<file path="src/rtl/branch_sequencer.sv">
// branch_sequencer: owns the fetch PC, predicts conditional branches in IF
// with a table of 2-bit saturating counters, and repairs fetch when the EX
// stage resolves a branch differently from the prediction it carried.
module branch_sequencer #(
    parameter int unsigned INDEX_BITS = 6,
    parameter logic [31:0] RESET_PC   = 32'h0000_3000,
    parameter int unsigned STAT_WIDTH = 16
) (
    input  logic                  clk,
    input  logic                  rst_n,
    // IF stage
    input  logic                  stallIF,
    input  logic                  ifIsBranch,
    input  logic [31:0]           ifTarget,
    output logic [31:0]           fetchPC,
    output logic                  predTaken,
    // EX stage
    input  logic                  exValid,
    input  logic                  exIsBranch,
    input  logic [31:0]           exPC,
    input  logic                  exTaken,
    input  logic [31:0]           exBranchAddr,
    input  logic                  exPredTaken,
    output logic                  flush,
    // statistics
    output logic [STAT_WIDTH-1:0] statBranches,
    output logic [STAT_WIDTH-1:0] statMispredict
);

    localparam int unsigned ENTRIES = 1 << INDEX_BITS;

    // 2-bit counter encodings; bit 1 is the taken/not-taken prediction.
    localparam logic [1:0] CNT_STRONG_NT = 2'b00;
    localparam logic [1:0] CNT_WEAK_NT   = 2'b01;
    localparam logic [1:0] CNT_STRONG_T  = 2'b11;

    localparam logic [STAT_WIDTH-1:0] STAT_ONE = STAT_WIDTH'(1);
    localparam logic [STAT_WIDTH-1:0] STAT_MAX = '1;

    // Branch history table, held in flops so every entry clears on reset.
    logic [1:0] bht [ENTRIES];

    logic [INDEX_BITS-1:0] pred_idx;
    logic [INDEX_BITS-1:0] train_idx;
    logic [1:0]            train_cur;
    logic [1:0]            train_next;
    logic                  resolve;
    logic                  mispredict;
    logic [31:0]           redirect;
    logic [31:0]           next_pc;

    assign pred_idx  = fetchPC[INDEX_BITS+1:2];
    assign train_idx = exPC[INDEX_BITS+1:2];

    // Prediction is a plain read of the current table contents; a training
    // write to the same entry in this cycle is not forwarded.
    assign predTaken = ifIsBranch & bht[pred_idx][1];

    assign resolve    = exValid & exIsBranch;
    assign mispredict = resolve & (exTaken != exPredTaken);
    assign flush      = mispredict;
    assign redirect   = exTaken ? exBranchAddr : exPC + 32'd4;

    // Next fetch address: a mispredict repair beats a stall, which beats a
    // predicted-taken branch, which beats sequential fetch.
    // NOTE: every output of a combinational block gets a default first so no
    // path through the if/else chain leaves it unassigned (which would infer a latch).
    always_comb begin
        next_pc = fetchPC + 32'd4;
        if (mispredict) begin
            next_pc = redirect;
        end else if (stallIF) begin
            next_pc = fetchPC;
        end else if (predTaken) begin
            next_pc = ifTarget;
        end
    end

    // Saturating update of the counter belonging to the resolving branch.
    always_comb begin
        train_cur  = bht[train_idx];
        train_next = train_cur;
        if (exTaken) begin
            if (train_cur != CNT_STRONG_T) begin
                train_next = train_cur + 2'd1;
            end
        end else begin
            if (train_cur != CNT_STRONG_NT) begin
                train_next = train_cur - 2'd1;
            end
        end
    end

    // Fetch PC register.
    // NOTE: sequential state uses non-blocking assignments so every flop
    // samples pre-edge values regardless of block ordering.
    always_ff @(posedge clk or negedge rst_n) begin
        if (!rst_n) begin
            fetchPC <= RESET_PC;
        end else begin
            fetchPC <= next_pc;
        end
    end

    // Branch history table: cleared to weakly not-taken, trained on every resolve.
    // NOTE: this array is reset entry by entry, which forces it into flops; a
    // RAM macro has no reset and would keep stale history across rst_n.
    always_ff @(posedge clk or negedge rst_n) begin
        if (!rst_n) begin
            for (int unsigned i = 0; i < ENTRIES; i++) begin
                bht[i] <= CNT_WEAK_NT;
            end
        end else if (resolve) begin
            bht[train_idx] <= train_next;
        end
    end

    // Resolved-branch and misprediction counters, saturating at all-ones.
    always_ff @(posedge clk or negedge rst_n) begin
        if (!rst_n) begin
            statBranches   <= '0;
            statMispredict <= '0;
        end else begin
            if (resolve && statBranches != STAT_MAX) begin
                statBranches <= statBranches + STAT_ONE;
            end
            if (mispredict && statMispredict != STAT_MAX) begin
                statMispredict <= statMispredict + STAT_ONE;
            end
        end
    end

endmodule

</file>
<file path="config.mk">
export PLATFORM = sky130hd
export DESIGN_NAME = branch_sequencer
export DESIGN_NICKNAME = d
export VERILOG_FILES = /design/src/rtl/branch_sequencer.sv
export SDC_FILE = /design/constraint.sdc
export NUM_CORES = 1
export LEC_CHECK = 0
export CAP_MARGIN = 20
export CELL_PAD_IN_SITES_DETAIL_PLACEMENT = 0
export CELL_PAD_IN_SITES_GLOBAL_PLACEMENT = 1
export CORE_MARGIN = 8
export CORE_UTILIZATION = 33
export CTS_BUF_LIST = sky130_fd_sc_hd__clkbuf_4
export DETAILED_ROUTE_END_ITERATION = 16
export DONT_BUFFER_PORTS = 1
export PLACE_DENSITY = 0.6
export SLEW_MARGIN = 20
export SYNTH_ARGS = -nofsm -noshare
export SYNTH_HDL_FRONTEND = slang
export SYNTH_SLANG_ARGS = --single-unit
</file>
<file path="constraint.sdc">
create_clock -name clk -period 3.3 [get_ports clk]
set_clock_uncertainty 0.05 [all_clocks]
set_input_delay 0.66 -clock clk [delete_from_list [all_inputs] [get_ports clk]]
set_output_delay 0.66 -clock clk [all_outputs]
set_load 0.1 [all_outputs]
</file>
# ---- Word level (Yosys, flattened, before mapping)
# Cells that the tools add are included.
dict set report op_classes {
  n_addsub 6
  magnitude_cmp 3
  n_eq_ne 5
  n_mux 16
  bitwise 5
  reduce_logical 4
}
# op n
set ops {}
lappend ops {{bitwise mux 128 bit} 1}
lappend ops {{two-way mux 32 bit} 4}
lappend ops {{adder 32 x 3 -> 32 bit (second input constant)} 2}
lappend ops {{adder 16 x 1 -> 16 bit (second input constant)} 2}
lappend ops {{inequality test 16 bit (second input constant)} 2}
lappend ops {{binary-select mux 2 bit (select 6 bit)} 2}
lappend ops {{two-way mux 2 bit} 8}
lappend ops {{greater-or-equal comparator 7 bit (second input constant)} 2}
lappend ops {{inverter 6 -> 7 bit} 2}
lappend ops {{demux 2 bit (select 6 bit)} 1}
lappend ops {{< comparator 7 x 1 -> 1 bit (second input constant)} 1}
lappend ops {{bitwise AND 1 bit} 3}
lappend ops {{logical AND 1 bit} 3}
lappend ops {{adder 2 x 1 -> 2 bit (second input constant)} 1}
lappend ops {{inequality test 2 x 1 -> 1 bit (second input constant)} 1}
lappend ops {{inequality test 2 bit (second input constant)} 1}
lappend ops {{nonzero test 2 bit} 1}
lappend ops {{subtractor 2 x 1 -> 2 bit (second input constant)} 1}
lappend ops {{inequality test 1 bit} 1}
dict set report totals {
  register_bits 192
  inputBits 104
  out_inout_bits 66
  elab_cells 106
}

# ---- Logic depth before layout (Yosys ltp)
# Gate-level depths: netlist of the first run.
dict set report depth {
  word_depth 8
  ltp_mapped 12
  mapped_depth_nobuf 8
}

# ---- Least setup slack after synthesis of the first run
# No wires, ideal clock.
dict set report synth_timing {
  kind {reg-to-output}
  start {reg fetchPC[2]}
  end {out predTaken}
  arrival_time_ns 3.212
  t_required_ns 2.590
  path_slack_ns -0.622
  path_stages_with_launch 8
  path_buffers 2
  path_cell_list {dfrtp_1 -> buf_4 -> buf_6 -> mux4_2 -> a22o_1 -> o311a_1 -> a32oi_4 -> inv_1}
}
dict set report synth_between {
  elab_chain_cells 5
}
# element line_no
set synth_lines {}
lappend synth_lines {{from (decl)} 15} ;# output logic [31:0] fetchPC,
lappend synth_lines {{from (signal assigned)} 101} ;# fetchPC <= next_pc;
lappend synth_lines {{inverter 6 -> 7 bit (not written as such)} 57} ;# assign predTaken = ifIsBranch & bht[pred_idx][1];
lappend synth_lines {{binary-select mux 2 bit (select 6 bit)} 57}
lappend synth_lines {{two-way mux 2 bit (not written as such) (2 in a row)} 57}
lappend synth_lines {{bitwise AND 1 bit} 57}
lappend synth_lines {{to (decl)} 16} ;# output logic predTaken,
# Every way passes these cells. The select of a mux whose other input is x is not followed.

# ---- Worst setup path after layout of the first run
# Same ends and word-level chain as after synthesis.

==> results of run 1 <==
-- cell type report --
type,instances,area (sq um)
Multi-Input combinational cell,958,6360
Fill cell,3622,22200
Sequential cell,192,4900
Tap cell,461,577
Timing Repair Buffer,112,1020
Clock inverter,14,164
Clock buffer,18,135
Inverter,19,75.1
Antenna cell,2,5.00
-- cell usage after synthesis (29+ instances only) --
cell | count | area [sq um]
o31ai_2 | 38 | 475
nand3_1 | 37 | 185
a21oi_1 | 97 | 485
xnor2_1 | 36 | 315
dfrtp_1 | 126 | 3150
mux2i_1 | 40 | 400
clkbuf_1 | 57 | 214
nand2_1 | 111 | 417
dfstp_2 | 66 | 1730
nor2_1 | 173 | 649
o21ai_0 | 70 | 350
nor3_1 | 29 | 145
-- registers in the layout, indices dropped and copies added (netlist names) --
name,count
statMispredict,16
fetchPC,32
bht,128
statBranches,16
-- stage by stage --
step                util [%]  setup TNS [ns]  power (W)  setup slack [ns]
detailed placement      36.3               0    0.00804             0.143
global route            37.4          -0.485     0.0100            -0.485
global placement        36.3               0    0.00800             0.154
floorplan                  -          -0.807    0.00700            -0.244
CTS                     37.3          -0.384    0.00957            -0.384
finish                  37.4          -0.310    0.00956            -0.310
-- cell families after synthesis --
family                     count (synthesis)  share of synthesized area (%)
AOI/OAI and AO/OA                        339                           19.9
xor gates and xnor gates                  60                           4.45
adders and majority gates                  6                          0.604
buffers and inverters                    118                           4.88
DFF                                      192                           41.4
muxes                                     83                           10.1
and+or+nand+nor                          470                           18.7
-- repair_timing --
action,4_1_cts,5_1_grt
setup buffers,1,0
cloned,1,1
endpoints found under the setup margin,1,14
hold endpoints to repair,192,192
resized for setup,2,3
pin swaps,1,0
-- power groups by stage --
stage | clock [W] | sequential [W] | combinational, W
5_1_grt | 0.00156 | 0.00348 | 0.00499
6_report | 0.00143 | 0.00341 | 0.00472
2_1_floorplan | 0 | 0.00514 | 0.00186
3_3_place_gp | 0 | 0.00344 | 0.00456
3_5_place_dp | 0 | 0.00344 | 0.00460
4_1_cts | 0.00149 | 0.00341 | 0.00467
-- layer usage --
layer	vias up	track usage (%)
li1	4695	-
met1	4904	25.4
met2	319	31.6
met3	35	4.91
met4	4	4.57
met5	-	0
-- worst paths after layout --
| kind | from | to |
|---|---|---|
| max in group asynchronous | rst_n | bht[37] |
| max | fetchPC[2] | predTaken |
| max reg2reg | fetchPC[2] | fetchPC[30] |
| min | rst_n | statMispredict[5] |
| min in group clk | stallIF | fetchPC[24] |
| min reg2reg | bht[94] | bht[94] |
-- worst reg2reg max path: cells and delay by family (launching register included) --
family / cells / cell delay [ns]
multiplexers: 2 / 0.80
flip-flops: 1 / 0.54
AO/OA/AOI/OAI: 2 / 0.45
AND/OR/NAND/NOR: 3 / 0.84
buffers and inverters: 2 / 0.39
==> metrics.md, run 1 <==
| Metric | Value |
|---|---|
| Peak VDD IR | `about 0.71 mV` |
| Post-Place Cells | `1739` |
| Area post-placement | `between 0.01 and 0.015 sq mm` |
| H-tree depth | `4` |
| Via Count | `9957` |
| Period minus WS final | `3.61 ns` |
| Psw | `0.00474 W` |
| RSZ-0062 raised after global routing | `true` |
| CTS tree | `yes` |
| Number of synthesized flops with an enable pin | `0` |
| CP Depth | `6` |
| Worst Path Buf+Inv | `2` |
| Clk root buf | `clkbuf_4` |
| Seq cells post-synth | `192` |
| Total GRT Usage | `19.3%` |
| Final Cycle Share | `109%` |
| Area Growth Syn to Fin | `12.0%` |
| Worst Path Arrival | `a little under 3 ns` |
| TritonRoute pass-1 iters | `6` |
| Most common flop cell mapped by yosys | `dfrtp_1` |
| Crit-path cells | `mux4_2 > mux2_4 > or3_4 > a32oi_4 > clkinvlp_4 > buf_12` |
| Routed Antenna Nets | `0` |
| Metal2 WL | `19700 microns` |
| Final Wtd Congestion | `roughly 0.84` |
| Crit path max fanout | `7` |
| Cell Count, Final, Fillers Out | `1776` |
| Delay-heaviest family, CP | `multiplexers` |
| Slew Viols, Final | `0` |
| Met1 Routed Length | `about 18000 microns` |
| Initial DRC Count | `740` |
| Internal Pwr Total | `roughly 0.0048 W` |
| Asr flop ratio synth | `100%` |
| CTS Sinks | `~190` |
| Sequential share of power | `a little over a third` |
| Hold WC Path Type | `input pin to asynchronous set/reset pin` |
| CTS Buf Count | `17` |
| Most common cell after layout, fill and taps aside | `nor2_1` |
| Global-route wire length before repair | `approximately 63000 microns` |
| Synth Instances | `1268` |
| Post-synth cell types | `71` |
| CP endpoint kind | `output port` |
| Synth Area per Inst | `9.31 sq um` |
| Drt via density | `5.61` |
| Register area share after synthesis | `41.4%` |
| CP peak stage delay | `0.54 ns` |
| Layout cells sized above 1 | `23.8%` |
| Routed wire per std cell | `approximately 23 microns` |
| Drc violations | `0` |
| Initial core utilization | `33.4%` |
| Clock buffer depth | `2` |
| Slowest CP cell | `dfrtp_4` |
| Die area | `0.0421 sq mm` |
| Worst-path clk slew | `0.15 ns` |
| IO Pins | `170` |
| Clk Latency, worst-skew pair | `0.64 ns` |
| Outcome | `finished with violations` |
| Met3 wire length | `around 3000 microns` |
| Setup Viol. Count Final | `1` |
| Final number of hold-violating endpoints | `192` |
| Grt ovf | `0` |
| Ys Warns | `0` |
| Number of global-route vias before repair | `9884` |
| Max-Cap Viols | `0` |
| Die height | `205 microns` |
| Failing checks | `negative hold slack, negative setup slack` |
| Net Sw Frac | `49.6%` |
| Clock share of power | `15.0%` |
| Mapped Area | `~0.012 sq mm` |
| Initial antenna violation count | `4` |
| Slew @ Worst Pin | `~1.1 ns` |
| Core Rows | `69` |
| Worst reg-to-reg setup slack | `about 0.19 ns` |
| Comb power frac | `49.4%` |
| Mapped Nets | `1376` |
| Core area | `0.0354 sq mm` |
| Die Width | `205 microns` |
| Final net count | `~1400` |
| DP Wirelength | `28700 microns` |
| Crit Path Category | `flip-flop to output port` |
| Leak pwr | `5.14 nW` |
| R2R cell count | `9` |
| Most frequent cells in the layout | `nor2_1, dfrtp_1, nand2_1, buf_4, a21oi_1` |
| Required @ worst endpoint | `about 2.6 ns` |
| Final worst slack | `-0.310 ns` |
| Routed WL | `41200 microns` |
| CP startpoint kind | `flip-flop` |
| Largest net degree at the start of global routing | `193` |
| Buffers added on ports | `0` |
| Worst relative slew slack | `28.8%` |
| Fmax | `0.277 GHz` |
| Worst hold margin | `-0.340 ns` |
| Pwr/cell area | `723 mW/mm^2` |
| Max layer used | `met5` |
| Finished Cell Area | `0.0132 sq mm` |
Note: power is estimated with default switching activity, not from simulation.
==> inputs of run 2 (changes only) <==
--- a/config.mk
+++ b/config.mk
@@ -8,12 +8,13 @@
 export CAP_MARGIN = 20
 export CELL_PAD_IN_SITES_DETAIL_PLACEMENT = 0
 export CELL_PAD_IN_SITES_GLOBAL_PLACEMENT = 1
+export CORE_ASPECT_RATIO = 0.8
 export CORE_MARGIN = 8
-export CORE_UTILIZATION = 33
+export CORE_UTILIZATION = 30
 export CTS_BUF_LIST = sky130_fd_sc_hd__clkbuf_4
 export DETAILED_ROUTE_END_ITERATION = 16
 export DONT_BUFFER_PORTS = 1
-export PLACE_DENSITY = 0.6
+export PLACE_DENSITY = 0.55
 export SLEW_MARGIN = 20
 export SYNTH_ARGS = -nofsm -noshare
 export SYNTH_HDL_FRONTEND = slang
==> metrics.md, run 2 (synthesized netlist as in run 1, its figures left out) <==
| Metric | Value |
|---|---|
| Outcome | `finished with violations` |
| Failing checks | `negative hold slack, negative setup slack` |
| Via Count | `9899 (-0.58%)` |
| Initial antenna violation count | `1 (-3)` |
| Largest Register | `bht` |
| Routed Antenna Nets | `0 (unchanged)` |
| Slew Viols, Final | `0 (unchanged)` |
| Crit-path cells | `buf_6 > buf_12 > mux4_2 > a22o_1 > o311a_1 > a32oi_4 > clkinvlp_4 > buf_12` |
| Crit Path Category | `flip-flop to output port` |
| Clk root buf | `clkbuf_4` |
| Final Cycle Share | `113% (+4.0 points)` |
| Required @ worst endpoint | `2.59 ns (about the same)` |
| Buffers added on ports | `0 (unchanged)` |
| Die area | `0.0460 sq mm (+9.3%)` |
| Layout cells sized above 1 | `24.9% (+1.1 points)` |
| Die height | `193 microns (-5.7%)` |
| Most frequent CP cell | `buf_12` |
| Crit path max fanout | `4 (-3)` |
| Core area | `0.0391 sq mm (+11%)` |
| Area Growth Syn to Fin | `13.7%` |
| Worst hold margin | `-0.398 ns (-0.0579 ns)` |
| Period minus WS final | `3.74 ns (+0.133 ns)` |
| Number of global-route vias before repair | `9604 (-2.8%)` |
| IO Pins | `170 (unchanged)` |
| Pwr/cell area | `729 mW/mm^2 (+0.93%)` |
| TritonRoute pass-1 iters | `5 (-1)` |
| Area post-placement | `0.0130 sq mm (+1.1%)` |
| Drt via density | `5.31 (-5.3%)` |
| Final Wtd Congestion | `0.843 (+0.56%)` |
| Core Rows | `65 (-5.8%)` |
| Worst relative slew slack | `36.5% (+7.7 points)` |
| Worst Path Buf+Inv | `4 (+2)` |
| Most frequent cells in the layout | `nor2_1, dfrtp_1, buf_4, nand2_1, a21oi_1` |
| Fmax | `0.267 GHz (-3.6%)` |
| Peak VDD IR | `0.335 mV (-53%)` |
| Routed WL | `41900 microns (+1.6%)` |
| Die Width | `238 microns (+16%)` |
| CP startpoint kind | `flip-flop` |
| Total GRT Usage | `18.3% (-1.0 points)` |
| CTS Sinks | `192 (unchanged)` |
| Pre-CTS setup slack | `0.117 ns (-0.0265 ns)` |
| Hold WC Path Type | `input pin to asynchronous set/reset pin` |
| Largest net degree at the start of global routing | `193 (unchanged)` |
| Routed wire per std cell | `22.5 microns (-3.2%)` |
| Max reg flops | `128 (unchanged)` |
| Final number of hold-violating endpoints | `192 (unchanged)` |
| CTS tree | `yes` |
| Final net count | `1423 (+1.1%)` |
| Clk Latency, worst-skew pair | `0.68 ns (+0.04 ns)` |
| Most common cell after layout, fill and taps aside | `nor2_1` |
| Grt ovf | `0 (unchanged)` |
| Slowest CP cell | `dfrtp_4` |
| Leak pwr | `5.18 nW (+0.82%)` |
| Drc violations | `0 (unchanged)` |
| Setup Viol. Count Final | `1 (unchanged)` |
| Slew @ Worst Pin | `0.952 ns (-0.115 ns)` |
| Tot Pwr | `0.00979 W (+2.5%)` |
| Finished Cell Area | `0.0134 sq mm (+1.5%)` |
| H-tree depth | `4 (unchanged)` |
| DP Wirelength | `29400 microns (+2.4%)` |
| Largest registers | `bht: 128 flops, fetchPC: 32 flops` |
| Global-route wire length before repair | `64700 microns (+2.6%)` |
| Clock buffer depth | `2 (unchanged)` |
| Delay-heaviest family, CP | `compound AO/OA/AOI/OAI gates` |
| Max-Cap Viols | `0 (unchanged)` |
| CTS Buf Count | `17 (unchanged)` |
| Final worst slack | `-0.444 ns (-0.133 ns)` |
| CP endpoint kind | `output port` |
| Initial DRC Count | `903 (+22%)` |
| RSZ-0062 raised after global routing | `true` |
| Worst Path Arrival | `3.03 ns (+0.13 ns)` |
| Initial core utilization | `30.2% (-3.2 points)` |
| Worst-path clk slew | `0.17 ns (+0.02 ns)` |
| CP peak stage delay | `0.52 ns (-0.02 ns)` |
[run 2: cell count changes in the layout (fill, tap and decap cells not counted), sizes merged]
cell      previous run  this run
buf                110       127
clkinv               9         3
bufinv               3         5
clkinvlp             1         3
bufbuf               1         0
clkbuf              19        20
diode                2         1
[run 2: worst paths after layout]
check	endpoint	depth (start not counted)	slack (ns)	startpoint
max	predTaken	8	-0.44	fetchPC[2]
min	statBranches[10]	0	-0.40	rst_n
max reg2reg	fetchPC[30]	12	0.10	fetchPC[2]
min reg2reg	bht[16]	2	0.42	bht[16]
max in group asynchronous	bht[38]	0	3.22	rst_n
min in group clk	fetchPC[26]	1	0.07	stallIF
[run 2: what timing repair did]
item | 4_1_cts | 5_1_grt
setup endpoints to repair | 1 | 2
pin swaps | 1 | 1
cloned | 0 | 0
hold endpoints to repair | 192 | 192
setup buffers | 6 | 1
resized for setup | 2 | 6
[run 2: per-layer routing]
metal | routed length [microns] | up-vias | track usage [%]
li1 | - | 4728 | -
met1 | 20600 | 4870 | 27.2
met2 | 18200 | 272 | 26.6
met3 | 2510 | 29 | 4.38
met4 | 527 | 0 | 3.63
met5 | 0 | - | 0
[run 2: where the power goes]
group | total, W | leakage (nW) | internal (W) | switching (W)
logic | 0.00479 | 2.71 | 0.00142 | 0.00337
clock network | 0.00163 | 0.185 | 0.000710 | 0.000916
registers | 0.00338 | 2.29 | 0.00286 | 0.000517
[run 2: final cells by class]
class,count,area (sq um)
diodes,1,2.50
clock buffers,20,150
clock inverters,12,205
fillers,4022,25700
inverters,19,75.1
multi-input cells,958,6370
flip-flops and latches,192,4900
well taps,536,671
repair buffers,127,1060
[run 2: metrics by stage]
step | setup TNS [ns] | util [%] | instances
global route | -0.594 | 34.3 | 1865
finish | -0.444 | 34.3 | 1865
detailed placement | 0 | 33.2 | 1825
floorplan | -0.807 | - | 1268
CTS | -0.528 | 34.3 | 1863
global placement | 0 | 33.2 | 1825
[run 2: worst register-to-register path, stage by stage, from the launching register on]
cell     delay (ns)
dfrtp_4        0.52
buf_6          0.15
buf_12         0.12
mux4_2         0.42
a22o_1         0.22
o311a_1        0.33
a32oi_4        0.23
buf_4          0.16
buf_4          0.11
buf_4          0.16
nor2_4         0.13
or3_1          0.37
a31oi_1        0.16
